<file path="config.mk">
export PLATFORM = sky130hd
export DESIGN_NAME = score_bcd_counter
export DESIGN_NICKNAME = d
export VERILOG_FILES = /design/src/rtl/score_pkg.sv /design/src/rtl/bcd_digit_cell.sv /design/src/rtl/score_bcd_counter.sv
export SDC_FILE = /design/constraint.sdc
export NUM_CORES = 1
export LEC_CHECK = 0
export BUFFER_PORTS_ARGS = -buffer_cell sky130_fd_sc_hd__buf_2
export CELL_PAD_IN_SITES_DETAIL_PLACEMENT = 0
export CELL_PAD_IN_SITES_GLOBAL_PLACEMENT = 1
export CORE_ASPECT_RATIO = 0.8
export CORE_MARGIN = 5
export CORE_UTILIZATION = 35
export CTS_BUF_LIST = sky130_fd_sc_hd__clkbuf_16
export CTS_CLUSTER_SIZE = 25
export DETAILED_ROUTE_END_ITERATION = 12
export MAX_ROUTING_LAYER = met4
export PLACE_DENSITY = 0.77
export SLEW_MARGIN = 20
export SYNTH_ARGS = -nofsm -noshare
export SYNTH_HDL_FRONTEND = slang
export SYNTH_HIERARCHICAL = 1
export SYNTH_SLANG_ARGS = --single-unit
</file>
<file path="constraint.sdc">
create_clock -name clk -period 4.1 [get_ports clk]
set_input_delay 1.025 -clock clk [delete_from_list [all_inputs] [get_ports clk]]
set_output_delay 1.025 -clock clk [all_outputs]
set_load 0.02 [all_outputs]
</file>
<file path="src/rtl/score_pkg.sv">
// Shared types and constants for the BCD score counter.
// Optional feature macro used by the top: SCORE_HIGH_SCORE_EN.
package score_pkg;

  // Game-control state; the encoding is exported on run_state.
  typedef enum logic [1:0] {
    IDLE   = 2'd0,
    RUN    = 2'd1,
    FROZEN = 2'd2
  } state_e;

  // One BCD digit.
  typedef logic [3:0] bcd_digit_t;

  localparam bcd_digit_t BCD_MAX = 4'd9;

  // Next value of a single BCD digit on increment (9 wraps to 0).
  function automatic bcd_digit_t bcd_next(input bcd_digit_t d);
    bcd_digit_t r;
    if (d == BCD_MAX) r = '0;
    else              r = d + 4'd1;
    return r;
  endfunction

endpackage

</file>
<file path="src/rtl/bcd_digit_cell.sv">
// One BCD digit of the score: synchronous clear, increment-in, carry-out.
// carry_out is combinational so a whole chain ripples within one cycle.
module bcd_digit_cell
  import score_pkg::*;
(
  input  logic       clk,
  input  logic       rst,
  input  logic       clear,
  input  logic       inc_in,
  output logic [3:0] value,
  output logic       carry_out
);

  bcd_digit_t value_q, value_d;

  // Next digit value: clear has priority over increment.
  always_comb begin
    value_d = value_q;
    if (clear)       value_d = '0;
    else if (inc_in) value_d = bcd_next(value_q);
  end

  // Digit register.
  always_ff @(posedge clk) begin
    if (rst) value_q <= '0;
    else     value_q <= value_d;
  end

  assign value     = value_q;
  assign carry_out = inc_in && (value_q == BCD_MAX);

endmodule

</file>
<file path="src/rtl/score_bcd_counter.sv">
// Running game score as NUM_DIGITS BCD digits with a one-digit read port.
// Optional high-score register enabled by defining SCORE_HIGH_SCORE_EN.
//
// Read handshake: rd_req is sampled at a clock edge together with rd_idx
// (and rd_sel_hi); exactly one edge later rd_valid is 1 for one cycle and
// digit_out carries the digit as it was held before the request edge.
// There is no back-pressure; a request may be issued every cycle. Without a
// request rd_valid is 0 and digit_out keeps its last value.
module score_bcd_counter
  import score_pkg::*;
#(
  parameter int NUM_DIGITS = 4,
  parameter int DIGIT_W    = 12,
  parameter int IDX_W      = 2
) (
  input  logic               clk,
  input  logic               rst,
  input  logic               start,
  input  logic               game_over,
  input  logic               score_tick,
  input  logic               rd_req,
  input  logic [IDX_W-1:0]   rd_idx,
  input  logic               rd_sel_hi,
  output logic               rd_valid,
  output logic [DIGIT_W-1:0] digit_out,
  output logic               saturated,
  output logic [1:0]         run_state
);

  state_e     state_q, state_d;
  bcd_digit_t score_digits [NUM_DIGITS];
  bcd_digit_t rd_src       [NUM_DIGITS];
  logic [NUM_DIGITS:0] carry;
  logic       clear;
  logic       all_nines;
  logic       tick_ok;
  logic       top_carry_unused;
  logic       rd_valid_q, rd_valid_d;
  bcd_digit_t digit_q, digit_d;
  bcd_digit_t rd_digit;

  // Entering RUN (from any state) clears the score; start always wins.
  assign clear = start;

  // Controller state: start -> RUN from anywhere, game_over only leaves RUN.
  always_comb begin
    state_d = state_q;
    if (start)                             state_d = RUN;
    else if (game_over && state_q == RUN)  state_d = FROZEN;
  end

  // Controller state register.
  always_ff @(posedge clk) begin
    if (rst) state_q <= IDLE;
    else     state_q <= state_d;
  end

  // Detect the all-9s score; holding there is the saturation condition.
  always_comb begin
    all_nines = 1'b1;
    for (int k = 0; k < NUM_DIGITS; k++) begin
      if (score_digits[k] != BCD_MAX) all_nines = 1'b0;
    end
  end

  // A tick counts only in RUN, not on a restart edge, and not once saturated.
  assign tick_ok  = (state_q == RUN) && score_tick && !start && !all_nines;
  assign carry[0] = tick_ok;

  for (genvar k = 0; k < NUM_DIGITS; k++) begin : g_digit
    bcd_digit_cell u_cell (
      .clk       (clk),
      .rst       (rst),
      .clear     (clear),
      .inc_in    (carry[k]),
      .value     (score_digits[k]),
      .carry_out (carry[k+1])
    );
  end

  // Overflow out of the top digit cannot happen because ticks stop at all-9s.
  assign top_carry_unused = carry[NUM_DIGITS];

`ifdef SCORE_HIGH_SCORE_EN
  bcd_digit_t hi_q [NUM_DIGITS];
  bcd_digit_t hi_d [NUM_DIGITS];
  logic       score_gt_hi;

  // BCD magnitude compare: more significant digits are visited later and
  // override any decision made by less significant ones.
  always_comb begin
    score_gt_hi = 1'b0;
    for (int k = 0; k < NUM_DIGITS; k++) begin
      if (score_digits[k] > hi_q[k])      score_gt_hi = 1'b1;
      else if (score_digits[k] < hi_q[k]) score_gt_hi = 1'b0;
    end
  end

  // Capture a better score on the RUN -> FROZEN edge only.
  always_comb begin
    hi_d = hi_q;
    if (state_q == RUN && game_over && !start && score_gt_hi) hi_d = score_digits;
  end

  // High-score register; survives start, cleared only by reset.
  always_ff @(posedge clk) begin
    if (rst) begin
      for (int k = 0; k < NUM_DIGITS; k++) hi_q[k] <= '0;
    end else begin
      hi_q <= hi_d;
    end
  end

  // Read source follows rd_sel_hi.
  always_comb begin
    for (int k = 0; k < NUM_DIGITS; k++) begin
      rd_src[k] = rd_sel_hi ? hi_q[k] : score_digits[k];
    end
  end
`else
  logic sel_hi_unused;
  assign sel_hi_unused = rd_sel_hi;

  // Without high-score storage every read returns the current score.
  always_comb begin
    for (int k = 0; k < NUM_DIGITS; k++) begin
      rd_src[k] = score_digits[k];
    end
  end
`endif

  // Digit mux; an index past the last digit yields 0.
  always_comb begin
    rd_digit = '0;
    for (int k = 0; k < NUM_DIGITS; k++) begin
      if (rd_idx == IDX_W'(k)) rd_digit = rd_src[k];
    end
  end

  // Read pipeline next-state: valid mirrors the request, data holds otherwise.
  always_comb begin
    rd_valid_d = rd_req;
    digit_d    = digit_q;
    if (rd_req) digit_d = rd_digit;
  end

  // Read pipeline registers; reset drops any pending response.
  always_ff @(posedge clk) begin
    if (rst) begin
      rd_valid_q <= 1'b0;
      digit_q    <= '0;
    end else begin
      rd_valid_q <= rd_valid_d;
      digit_q    <= digit_d;
    end
  end

  assign rd_valid  = rd_valid_q;
  assign digit_out = DIGIT_W'(digit_q);
  assign saturated = all_nines;
  assign run_state = state_q;

endmodule
</file>
After elaboration in Yosys (flattened, before gate mapping)
Cells that the tools add are included.

storage, ports and cells
  ROM bits = 0
  output and inout port bits = 16
  memory bits (writable) = 0
  input bits = 9
  memories kept = 0
  latch bits = 0
  register bits = 23
  word-level logic and storage cells = 50

cells by class
  divide/modulo/power cells = 0
  bitwise operators = 0
  equality and inequality tests = 12
  $lt $le $gt $ge = 0
  reductions and logical operators = 12
  multiply operators = 0
  shift operators = 0
  $add $sub $neg = 4
  muxes and demuxes = 14

operator list
  operator                                              number
  two-way mux 4 bit                                     8
  adder 4 x 1 -> 4 bit (second input constant)          4
  equality test 4 bit (second input constant)           4
  inequality test 4 bit (second input constant)         4
  logical AND 1 bit                                     7
  two-way mux 1 bit                                     6
  equality test 2 x 1 -> 1 bit (second input constant)  2
  equality test 2 bit (second input constant)           2
  zero test 1 bit                                       2
  zero test 2 bit                                       1
  nonzero test 2 bit                                    1
  OR reduction 2 bit                                    1

Longest topological paths before layout
Gate-level depths: netlist of the first run.

  word-level depth = 10
  depth in mapped cells = 12
  mapped depth without buffers = 12

By module
The synthesis of the first run kept the hierarchy.

by module, submodules not included
  module             area an instance (µm²)  cells an instance  instances  sequential area each (µm²)
  bcd_digit_cell     190.2                   20                 4          80.1
  score_bcd_counter  451.7                   42                 1          140.1

Worst setup path before layout of the first run
Ideal clock, no wire load.

  kind = input -> register
  start = input start
  end = register g_digit[3].u_cell.value_q[1]
  setup slack = 236 ps
  library setup time = 79 ps
  stages on the path = 10
  required time = 4021 ps
  arrival = 3784 ps
  buffers on the path = 0
  path through = nor4_1 > nand2_2 > nor3b_1 > nand2_2 > nor3b_1 > nand2_2 > nor3b_1 > nand2_2 > or3_1 > a211oi_2

between the ends
  word-level cells in the longest chain between the ends = 6

ends and longest elaborated chain
  element                         RTL line                 RTL
  from (decl)                     score_bcd_counter.sv:18  input logic start,
  zero test 1 bit                 score_bcd_counter.sv:67  assign tick_ok = (state_q == RUN) && score_tick && !start && !all_nines;
  logical AND 1 bit (2 in a row)  score_bcd_counter.sv:67
  logical AND 1 bit               bcd_digit_cell.sv:30     assign carry_out = inc_in && (value_q == BCD_MAX);
  named net carry[1]              score_bcd_counter.sv:33  logic [NUM_DIGITS:0] carry;
  logical AND 1 bit               bcd_digit_cell.sv:30
  named net carry[2]              score_bcd_counter.sv:33
  logical AND 1 bit               bcd_digit_cell.sv:30
  named net carry[3]              score_bcd_counter.sv:33
  to (signal assigned)            bcd_digit_cell.sv:26     else value_q <= value_d;
  to (decl)                       bcd_digit_cell.sv:14     bcd_digit_t value_q, value_d;

The timed path passes the listed nets, and every way through them passes these cells.
A chain may end at the register's enable or synchronous reset.

Worst setup path in the final report of the first run
  start = input start
  end = register g_digit[3].u_cell.value_q[1]

between the ends
  word-level cells in the longest chain between the ends = 6

ends and longest elaborated chain
  element                         RTL line
  zero test 1 bit                 score_bcd_counter.sv:67
  logical AND 1 bit (2 in a row)  score_bcd_counter.sv:67
  named net carry[0]              score_bcd_counter.sv:33
  logical AND 1 bit               bcd_digit_cell.sv:30
  named net carry[1]              score_bcd_counter.sv:33
  logical AND 1 bit               bcd_digit_cell.sv:30
  named net carry[2]              score_bcd_counter.sv:33
  logical AND 1 bit               bcd_digit_cell.sv:30
  named net carry[3]              score_bcd_counter.sv:33

The timed path passes the listed nets, and every way through them passes these cells.

==> qor.yml, run 1 <==
cts:
  cts-htree-levels: 1
  clkTransAtPathRegs_ns: 0.06
  cts_max_path_buffers: 2
  cts_setup_buffers: 0
  cts_made_buffers: 3
  hold_buffers: 0
  clock-sinks: 23
  cts_root_buffer: "clkbuf_16"
  cts_tree: "built"
  clk_latency_ns: 0.26
  cts_resized: 0
sta:
  final.hold.worst_slack_ns: 0.5001
  rsz0062_at_grt: "false"
  fin_crit_ns: 3.327
  fin_worst_skew_ns: 0.003312
  min_period_over_period_pct: 81.14
  drv_slew: 0
  setup_violations: 0
  final-hold-violation-count: 0
  setup_tns_ns: 0
  max_freq_mhz: 300.6
  fin_ws_ns: 0.7733
placed_design:
  place_ws_ns: 0.5447
  io_buffers: 15
  place.gp.congestion: 0.7457
  placed_area_um2: 1333
  dp_hpwl_mm: 1.853
  placed_cells: 181
die:
  die_area_um2: 4723
  coreArea_um2: 3376
  dieWidth_um: 75.60
  die_y_um: 62.48
  start_util_pct: 35.69
  rows: 19
  ios: 25
final_layout:
  final_nets: 153
  final_cell_area_um2: 1411
  layout-drive-gt1-share_pct: 27.27
  instances_no_fill: 185
  syn_to_final_growth_pct: 17.13
  postLayoutCoreUtil_pct: 41.81
  antenna_cells: 0
setup_path:
  slowest_delay_ns: 0.36
  r2r_start: "g_digit[0].u_cell/value[1]$_SDFFE_PP0P_"
  crit_buf_inv: 4
  path_max_fanout: 4
  cp.required_ns: 4.28
  crit_path_top_delay_cell: "or3_1"
  arrival_ns: 3.50
  crit_top_cell: "nand2_2"
  cp-start-kind: "input port"
  endpoint_kind: "flop"
  cp-startpoint: "start"
  setup.worst_path.class: "in2reg"
  critPathTopFamily: "simple AND/OR/NAND/NOR gates"
  crit_chain: "buf_2, nor4_1, buf_4, nand2_2, nor3b_1, buf_4, nand2_2, nor3b_1, nand2_2, nor3b_1, buf_4, nand2_2, or3_1, a211oi_2"
power:
  pwr-share-seq_pct: 49.0
  powerDensity_nw_per_um2: 327.5
  pwr-share-clk_pct: 44.7
  p_sw_share_pct: 21.35
  p_switching_mw: 0.09869
  combinationalPowerShare_pct: 6.3
  p_int_mw: 0.3635
  vdd_ir_drop_max_uv: 163.6
  p_leak_nw: 0.5241
  p_total_mw: 0.4622
global_route:
  overflow: 0
  antenna_found_initial: 0
  grt_pass1_wl_mm: 4.209
  grt_usage_pct: 11.82
  grt_pass1_vias: 879
  grt_max_degree: 24
synthesis:
  synthesis.area_um2: 1205
  avgSynthCellArea_um2: 9.958
  yosysWarnings: 6
  synthesis.instances: 121
routing:
  wl_per_cell_um: 13.64
  drtAntennaViolNets: 0
  avgViaCountPerCell: 5.108
  dr.first_iter.drc_count: 67
  vias: 945
  post-route-drc-count: 0
  wl_mm: 2.523
  firstDrtPassIters: 5
worst_hold_path:
  hold_path.class: "reg2reg"
  min_from: "digit_q[0]$_SDFFE_PP0P_"
run:
  drv_cap: 0
status:
  status: "finished clean"
-- flip-flops by register name, summed over array words and instances, names as in the netlist --
signal                flops
rd_valid                  1
digit_q                   4
g_digit.u_cell/value     16
run_state                 2
-- cells in the final DEF, fill, tap and decap left out, drive strengths merged --
master,instances
a21oi,2
nor3,9
nor3b,3
nor2,5
inv,1
nand4b,1
xnor2,4
xor2,4
buf,20
or3,4
or4b,1
a211oi,8
nand2,9
nand4bb,2
mux4,4
nor4,2
dfxtp,23
conb,8
nand3,4
nor2b,9
o21ai,8
clkbuf,3
nand2b,1
mux2i,4
and4b,4
-- per-layer routing --
layer  up-vias  wire [um]  track usage (%)
li1        477          -                -
met4         0         42            5.022
met5         -          0                -
met3         5        160            3.537
met2        24       1174            17.13
met1       439       1144            15.08
-- area by class of cell --
cell class | count | area, um2
Fill cell | 326 | 1964
Multi-Input combinational cell | 96 | 706.9
Sequential cell | 23 | 460.4
Timing Repair Buffer | 20 | 112.6
Clock buffer | 3 | 75.07
Tap cell | 42 | 52.55
Clock inverter | 1 | 3.754
-- worst paths after layout --
kind,endpoint,slack [ns],cells past startpoint
worst min register to register,digit_q[0]$_SDFFE_PP0P_,0.50,2
worst max-delay path,g_digit[3].u_cell/value[1]$_SDFFE_PP0P_,0.77,14
worst max register to register,g_digit[3].u_cell/value[1]$_SDFFE_PP0P_,1.01,15
worst min-delay path,digit_q[0]$_SDFFE_PP0P_,0.50,2
-- worst reg2reg max path: stages, from the launching register on --
cell and delay, ns:
dfxtp_1 0.46, or4b_1 0.19, nor4_2 0.05, nor4_1 0.23, buf_4 0.18, nand2_2 0.07, nor3b_1 0.19, buf_4 0.17
nand2_2 0.06, nor3b_1 0.31, nand2_2 0.12, nor3b_1 0.22, buf_4 0.17, nand2_2 0.06, or3_1 0.36, a211oi_2 0.17
-- power groups by stage --
stage	sequential, mW	combinational, mW	clock, mW
after floorplan	0.233	0.0186	0
after global placement	0.231	0.0288	0
after detailed placement	0.231	0.0293	0
after CTS	0.226	0.0293	0.210
after global routing	0.226	0.0318	0.222
final	0.226	0.0293	0.207
(Power assumes the default switching activity.)
==> inputs of run 2 (changes only) <==
--- a/config.mk
+++ b/config.mk
@@ -15,7 +15,7 @@
 export CTS_CLUSTER_SIZE = 25
 export DETAILED_ROUTE_END_ITERATION = 12
 export MAX_ROUTING_LAYER = met4
-export PLACE_DENSITY = 0.77
+export PLACE_DENSITY = 0.8
 export SLEW_MARGIN = 20
 export SYNTH_ARGS = -nofsm -noshare
 export SYNTH_HDL_FRONTEND = slang
==> constraint.sdc (replaced) <==
create_clock -name clk -period 3.05 [get_ports clk]
set_input_delay 0.7625 -clock clk [delete_from_list [all_inputs] [get_ports clk]]
set_output_delay 0.7625 -clock clk [all_outputs]
set_load 0.02 [all_outputs]
==> run 2 against run 1 <==
  * Combinational power rose by 34%
  * Core utilization rose by 1.4 points
  * Clock skew barely moved
  * Critical path depth fell by 2
  * Sequential share of layout area fell by 0.95 points
  * Clock power rose by 36%
  * Wire length fell by 0.99%
  * Power rose by 35%
  * Sequential cell count did not move
  * Register-to-register slack got worse by 0.76 ns
  * Non-clock buffer count rose by 3
  * Critical path type is now reg2reg
  * Highest routed layer unchanged
==> qor.yml, run 2 (same netlist as run 1, synthesis figures left out) <==
placed_design:
  place.gp.congestion: 0.8489
  io_buffers: 15
  dp_hpwl_mm: 1.892
  placed_cells: 184
  place_ws_ns: -0.02321
sta:
  fin_worst_skew_ns: 0.002931
  max_freq_mhz: 357.0
  setup_violations: 0
  fin_crit_ns: 2.801
  fin_ws_ns: 0.2491
  drv_slew: 0
  rsz0062_at_grt: "false"
  min_period_over_period_pct: 91.83
  final-hold-violation-count: 0
  final.hold.worst_slack_ns: 0.5049
setup_path:
  cp.required_ns: 3.23
  path_max_fanout: 6
  arrival_ns: 2.98
  r2r_cells: 12
  cp-start-kind: "flop"
  r2r_start: "g_digit[2].u_cell/value[2]$_SDFFE_PP0P_"
  reg2reg_to: "g_digit[3].u_cell/value[1]$_SDFFE_PP0P_"
  rrSetupSlack_ns: 0.25
  endpoint_kind: "flop"
  setup.worst_path.class: "reg2reg"
final_layout:
  final_common_cell: "dfxtp_1"
  final_nets: 156
  final_cell_mix: "22 x dfxtp_1, 15 x buf_2, 9 x nor2b_1, 9 x nor3_1"
  largest_register_ffs: 16
  antenna_cells: 0
  instances_no_fill: 188
  syn_to_final_growth_pct: 20.98
  layout-drive-gt1-share_pct: 32.88
  postLayoutCoreUtil_pct: 43.18
worst_hold_path:
  min_path_cells: 2
  hold_path.class: "reg2reg"
  min_from: "digit_q[2]$_SDFFE_PP0P_"
  holdPathEnd: "digit_q[2]$_SDFFE_PP0P_"
run:
  drv_cap: 0
global_route:
  grt_usage_pct: 12.02
  overflow: 0
  grt_pass1_wl_mm: 4.347
  antenna_found_initial: 0
  grt_max_degree: 24
  grt_pass1_vias: 939
cts:
  cts_root_buffer: "clkbuf_16"
  hold_buffers: 0
  cts_setup_buffers: 0
  clkTransAtPathRegs_ns: 0.06
  cts_tree: "built"
  cts_made_buffers: 3
  cts-htree-levels: 1
  clock-sinks: 23
  cts_max_path_buffers: 2
  clk_latency_ns: 0.26
routing:
  drtAntennaViolNets: 0
  vias: 961
  firstDrtPassIters: 3
  avgViaCountPerCell: 5.112
  wl_per_cell_um: 13.29
  dr.first_iter.drc_count: 40
  wl_mm: 2.498
  post-route-drc-count: 0
status:
  status: "finished clean"
power:
  powerDensity_nw_per_um2: 429.5
  p_leak_nw: 0.5403
  vdd_ir_drop_max_uv: 256.9
die:
  rows: 19
  coreArea_um2: 3376
  start_util_pct: 35.69
  ios: 25
  die_y_um: 62.48
  dieWidth_um: 75.60
  die_area_um2: 4723
-- run 2: cell count changes in the layout (fill, tap and decap cells not counted), sizes merged --
cell / delta
buf: +3
inv: -1
clkinv: +1
-- run 2: through the flow --
step                      power [mW]   TNS, ns  area [um2]
after floorplan               0.3386         0        1252
after global placement        0.3493         0        1376
after detailed placement      0.3501  -0.02321        1376
after CTS                     0.6374         0        1456
after global routing          0.6505         0        1458
final                         0.6261         0        1458
-- run 2: area by class of cell --
class / count / area, um2
fillers: 328 / 1918
multi-input cells: 96 / 728.2
flip-flops and latches: 23 / 461.7
repair buffers: 23 / 135.1
clock buffers: 3 / 75.07
well taps: 42 / 52.55
clock inverters: 1 / 5.005
-- run 2: metal layers --
metal	track usage [%]	wire length, um	up-vias
li1	-	-	486
met1	14.89	1183	460
met2	18.75	1180	13
met3	4.341	120	2
met4	2.402	14	0
met5	-	0	-
-- run 2: power breakdown --
group | internal [mW] | total (mW) | leakage, nW | switching [mW]
Sequential | 0.303 | 0.304 | 0.186 | 0.00176
Combinational | 0.0113 | 0.0393 | 0.313 | 0.0281
Clock | 0.176 | 0.282 | 0.0409 | 0.106
Total | 0.490 | 0.626 | 0.540 | 0.136
-- run 2: timing repair --
| action | in CTS | in global routing |
|---|---|---|
| hold endpoints to repair | 0 | 0 |
| endpoints found under the setup margin | 0 | 1 |
| gates resized for setup | 0 | 1 |
-- run 2: critical path, stage by stage, from the launching register on --
cell and delay [ns]:
dfxtp_1 0.44, nand4bb_1 0.17, nor4_2 0.07, nor4_2 0.30, nand2_2 0.12, nor3b_2 0.26
nand2_2 0.12, nor3b_2 0.22, nand2_2 0.10, nor3b_2 0.27, nand2_2 0.09, or3_1 0.38
a211oi_2 0.18
-- run 2: how the worst max path moves through the flow --
stage | startpoint | endpoint | slack, ns | depth (start not counted)
floorplan | start | g_digit[3].u_cell/value[1]$_SDFFE_PP0P_ | 0.04 | 10
global placement | start | g_digit[3].u_cell/value[1]$_SDFFE_PP0P_ | 0.07 | 11
detailed placement | start | g_digit[3].u_cell/value[1]$_SDFFE_PP0P_ | -0.02 | 11
CTS | g_digit[0].u_cell/value[1]$_SDFFE_PP0P_ | g_digit[3].u_cell/value[1]$_SDFFE_PP0P_ | 0.22 | 12
global route | g_digit[2].u_cell/value[2]$_SDFFE_PP0P_ | g_digit[3].u_cell/value[1]$_SDFFE_PP0P_ | 0.001 | 12
finish | g_digit[2].u_cell/value[2]$_SDFFE_PP0P_ | g_digit[3].u_cell/value[1]$_SDFFE_PP0P_ | 0.25 | 12
==> inputs of run 3 (changes only) <==
--- a/config.mk
+++ b/config.mk
@@ -19,5 +19,4 @@
 export SLEW_MARGIN = 20
 export SYNTH_ARGS = -nofsm -noshare
 export SYNTH_HDL_FRONTEND = slang
-export SYNTH_HIERARCHICAL = 1
 export SYNTH_SLANG_ARGS = --single-unit
==> run 3 against run 2 <==
  * Setup slack better by 0.15 ns
  * Sequential cell count unchanged
  * Area after synthesis increased by 7.5%
  * Power shrank 1.2%
  * Sequential share of layout area is 0.38 points higher
  * Non-clock buffer count down 8
  * Critical path type is now reg2out
  * Largest power group unchanged
==> qor.yml, run 3 <==
placed_design:
  place.gp.congestion: 0.7653
  placed_area_um2: 1358
  io_buffers: 15
  dp_hpwl_mm: 2.080
  placed_cells: 190
  place_ws_ns: 0.6811
routing:
  dr.first_iter.drc_count: 37
  avgViaCountPerCell: 5.407
  vias: 1049
  post-route-drc-count: 0
  drtAntennaViolNets: 0
  wl_per_cell_um: 14.32
  firstDrtPassIters: 4
  wl_mm: 2.778
synthesis:
  synth_seq_area_share_pct: 35.56
  yosysTopAreaCellShare_pct: 35.56
  synth_commonest_cells: "23 x dfxtp_1, 18 x nor2_1, 11 x a21oi_1"
  ys_ff_latch: 23
  synth_area_leader_cell: "dfxtp_1"
  synth_cell_type_count: 45
  synth_most_common_cell: "dfxtp_1"
  synth_edf_count: 0
  synth-async-reset-ratio_pct: 0
  synth_ff_type: "dfxtp_1"
  synthesis.area_um2: 1295
  yosys-top-cells-area: "dfxtp_1 36%, mux2i_1 5.4%, nor2_1 5.2%"
  avgSynthCellArea_um2: 9.250
  synthesis.instances: 140
  yosysWarnings: 0
cts:
  cts_made_buffers: 3
  cts_resized: 0
  clkTransAtPathRegs_ns: 0.06
  hold_buffers: 0
  cts_tree: "built"
  cts_root_buffer: "clkbuf_16"
  cts_max_path_buffers: 2
  clock-sinks: 23
  clk_latency_ns: 0.25
  cts_setup_buffers: 0
  cts-htree-levels: 1
die:
  coreArea_um2: 3495
  dieWidth_um: 78.01
  ios: 25
  rows: 19
  die_area_um2: 5024
  die_y_um: 64.41
  start_util_pct: 37.06
setup_path:
  cp-start-kind: "flop"
  critPathTopFamily: "simple AND/OR/NAND/NOR gates"
  slowest_delay_ns: 0.47
  crit_chain: "or3b_1, nor4_2, and3_1, buf_2"
  arrival_ns: 1.89
  crit_path_top_delay_cell: "or3b_1"
  setup.worst_path.class: "reg2out"
  path_max_fanout: 8
  crit_buf_inv: 1
  cp.required_ns: 2.29
  endpoint_kind: "primary output"
sta:
  max_freq_mhz: 377.1
  min_period_over_period_pct: 86.94
  fin_ws_ns: 0.3983
  rsz0062_at_grt: "false"
  setup_violations: 0
  fin_crit_ns: 2.652
  fin_worst_skew_ns: 0.003484
  setup_tns_ns: 0
  drv_slew: 0
  final-hold-violation-count: 0
final_layout:
  final_nets: 162
  final_cell_area_um2: 1436
  syn_to_final_growth_pct: 10.92
  largest_register_ffs: 16
  multi_input_area_um2: 750.7
  final_cell_mix: "23 x dfxtp_1, 18 x nor2_1, 15 x buf_2, 11 x a21oi_1, 8 x conb_1"
  final_common_cell: "dfxtp_1"
  antenna_cells: 0
  layout-drive-gt1-share_pct: 20.39
  instances_no_fill: 194
  fillCellCount: 347
  regArea_um2: 460.4
power:
  powerDensity_nw_per_um2: 430.8
  vdd_ir_drop_max_uv: 231.3
  p_total_mw: 0.6187
  p_leak_nw: 0.5756
global_route:
  grt_max_degree: 15
  antenna_found_initial: 0
  overflow: 0
  grt_pass1_vias: 988
  grt_pass1_wl_mm: 4.740
  grt_usage_pct: 12.08
worst_hold_path:
  hold_path.class: "reg2reg"
status:
  status: "finished clean"
run:
  drv_cap: 0
-- run 3: metal layers --
metal | up-vias | GRT usage (%) | wire length, um
li1 | 518 | - | -
met5 | - | - | 0
met3 | 4 | 3.792 | 143
met4 | 0 | 4.430 | 40
met1 | 509 | 15.83 | 1338
met2 | 18 | 17.40 | 1256
-- run 3: per-stage QoR --
| step | util [%] | hold WS, ns |
|---|---|---|
| after floorplan | - | 0.4538 |
| after global placement | 38.85 | 0.4733 |
| after detailed placement | 38.85 | 0.4888 |
| after CTS | 41.10 | 0.5068 |
| after global routing | 41.10 | 0.5406 |
| final | 41.10 | 0.4976 |
-- run 3: worst reg2reg max path, stage by stage, from the launching register on --
cell and delay (ns):
dfxtp_1 0.38, or3b_1 0.50, nor3b_2 0.35, a311oi_1 0.15, a31o_2 0.23
-- run 3: path summary, 6_finish.rpt --
path | from | end | slack (ns) | cells past startpoint
min reg2reg | digit_q[2]$_SDFFE_PP0P_ | digit_q[2]$_SDFFE_PP0P_ | 0.50 | 2
max reg2reg | g_digit[2].u_cell.value[3]$_SDFFE_PP0P_ | g_digit[3].u_cell.value[3]$_SDFFE_PP0P_ | 1.34 | 4
max | g_digit[3].u_cell.value[1]$_SDFFE_PP0P_ | saturated | 0.40 | 4
min | digit_q[2]$_SDFFE_PP0P_ | digit_q[2]$_SDFFE_PP0P_ | 0.50 | 2
-- run 3: cell families after synthesis --
| family | after synthesis | share of synthesized area [%] |
|---|---|---|
| buffers and inverters | 19 | 8.502 |
| multiplexers | 11 | 12.66 |
| XOR/XNOR | 3 | 2.029 |
| flip-flops | 23 | 35.56 |
| AND/OR/NAND/NOR | 57 | 27.83 |
| AO/OA/AOI/OAI | 26 | 13.14 |
| other | 1 | 0.2896 |
-- run 3: final cells by class --
class                           count  area share [%]
Multi-Input combinational cell    105           52.26
Sequential cell                    23           32.06
Clock buffer                        3           5.226
Timing Repair Buffer               15           5.226
Tap cell                           42           3.659
Inverter                            5           1.307
Clock inverter                      1          0.2613
-- run 3: power by group --
| part | total (mW) | switching, mW | internal, mW | leakage [nW] |
|---|---|---|---|---|
| sequential | 0.305 | 0.00213 | 0.303 | 0.186 |
| clock | 0.276 | 0.102 | 0.175 | 0.0423 |
| combinational | 0.0375 | 0.0261 | 0.0114 | 0.347 |
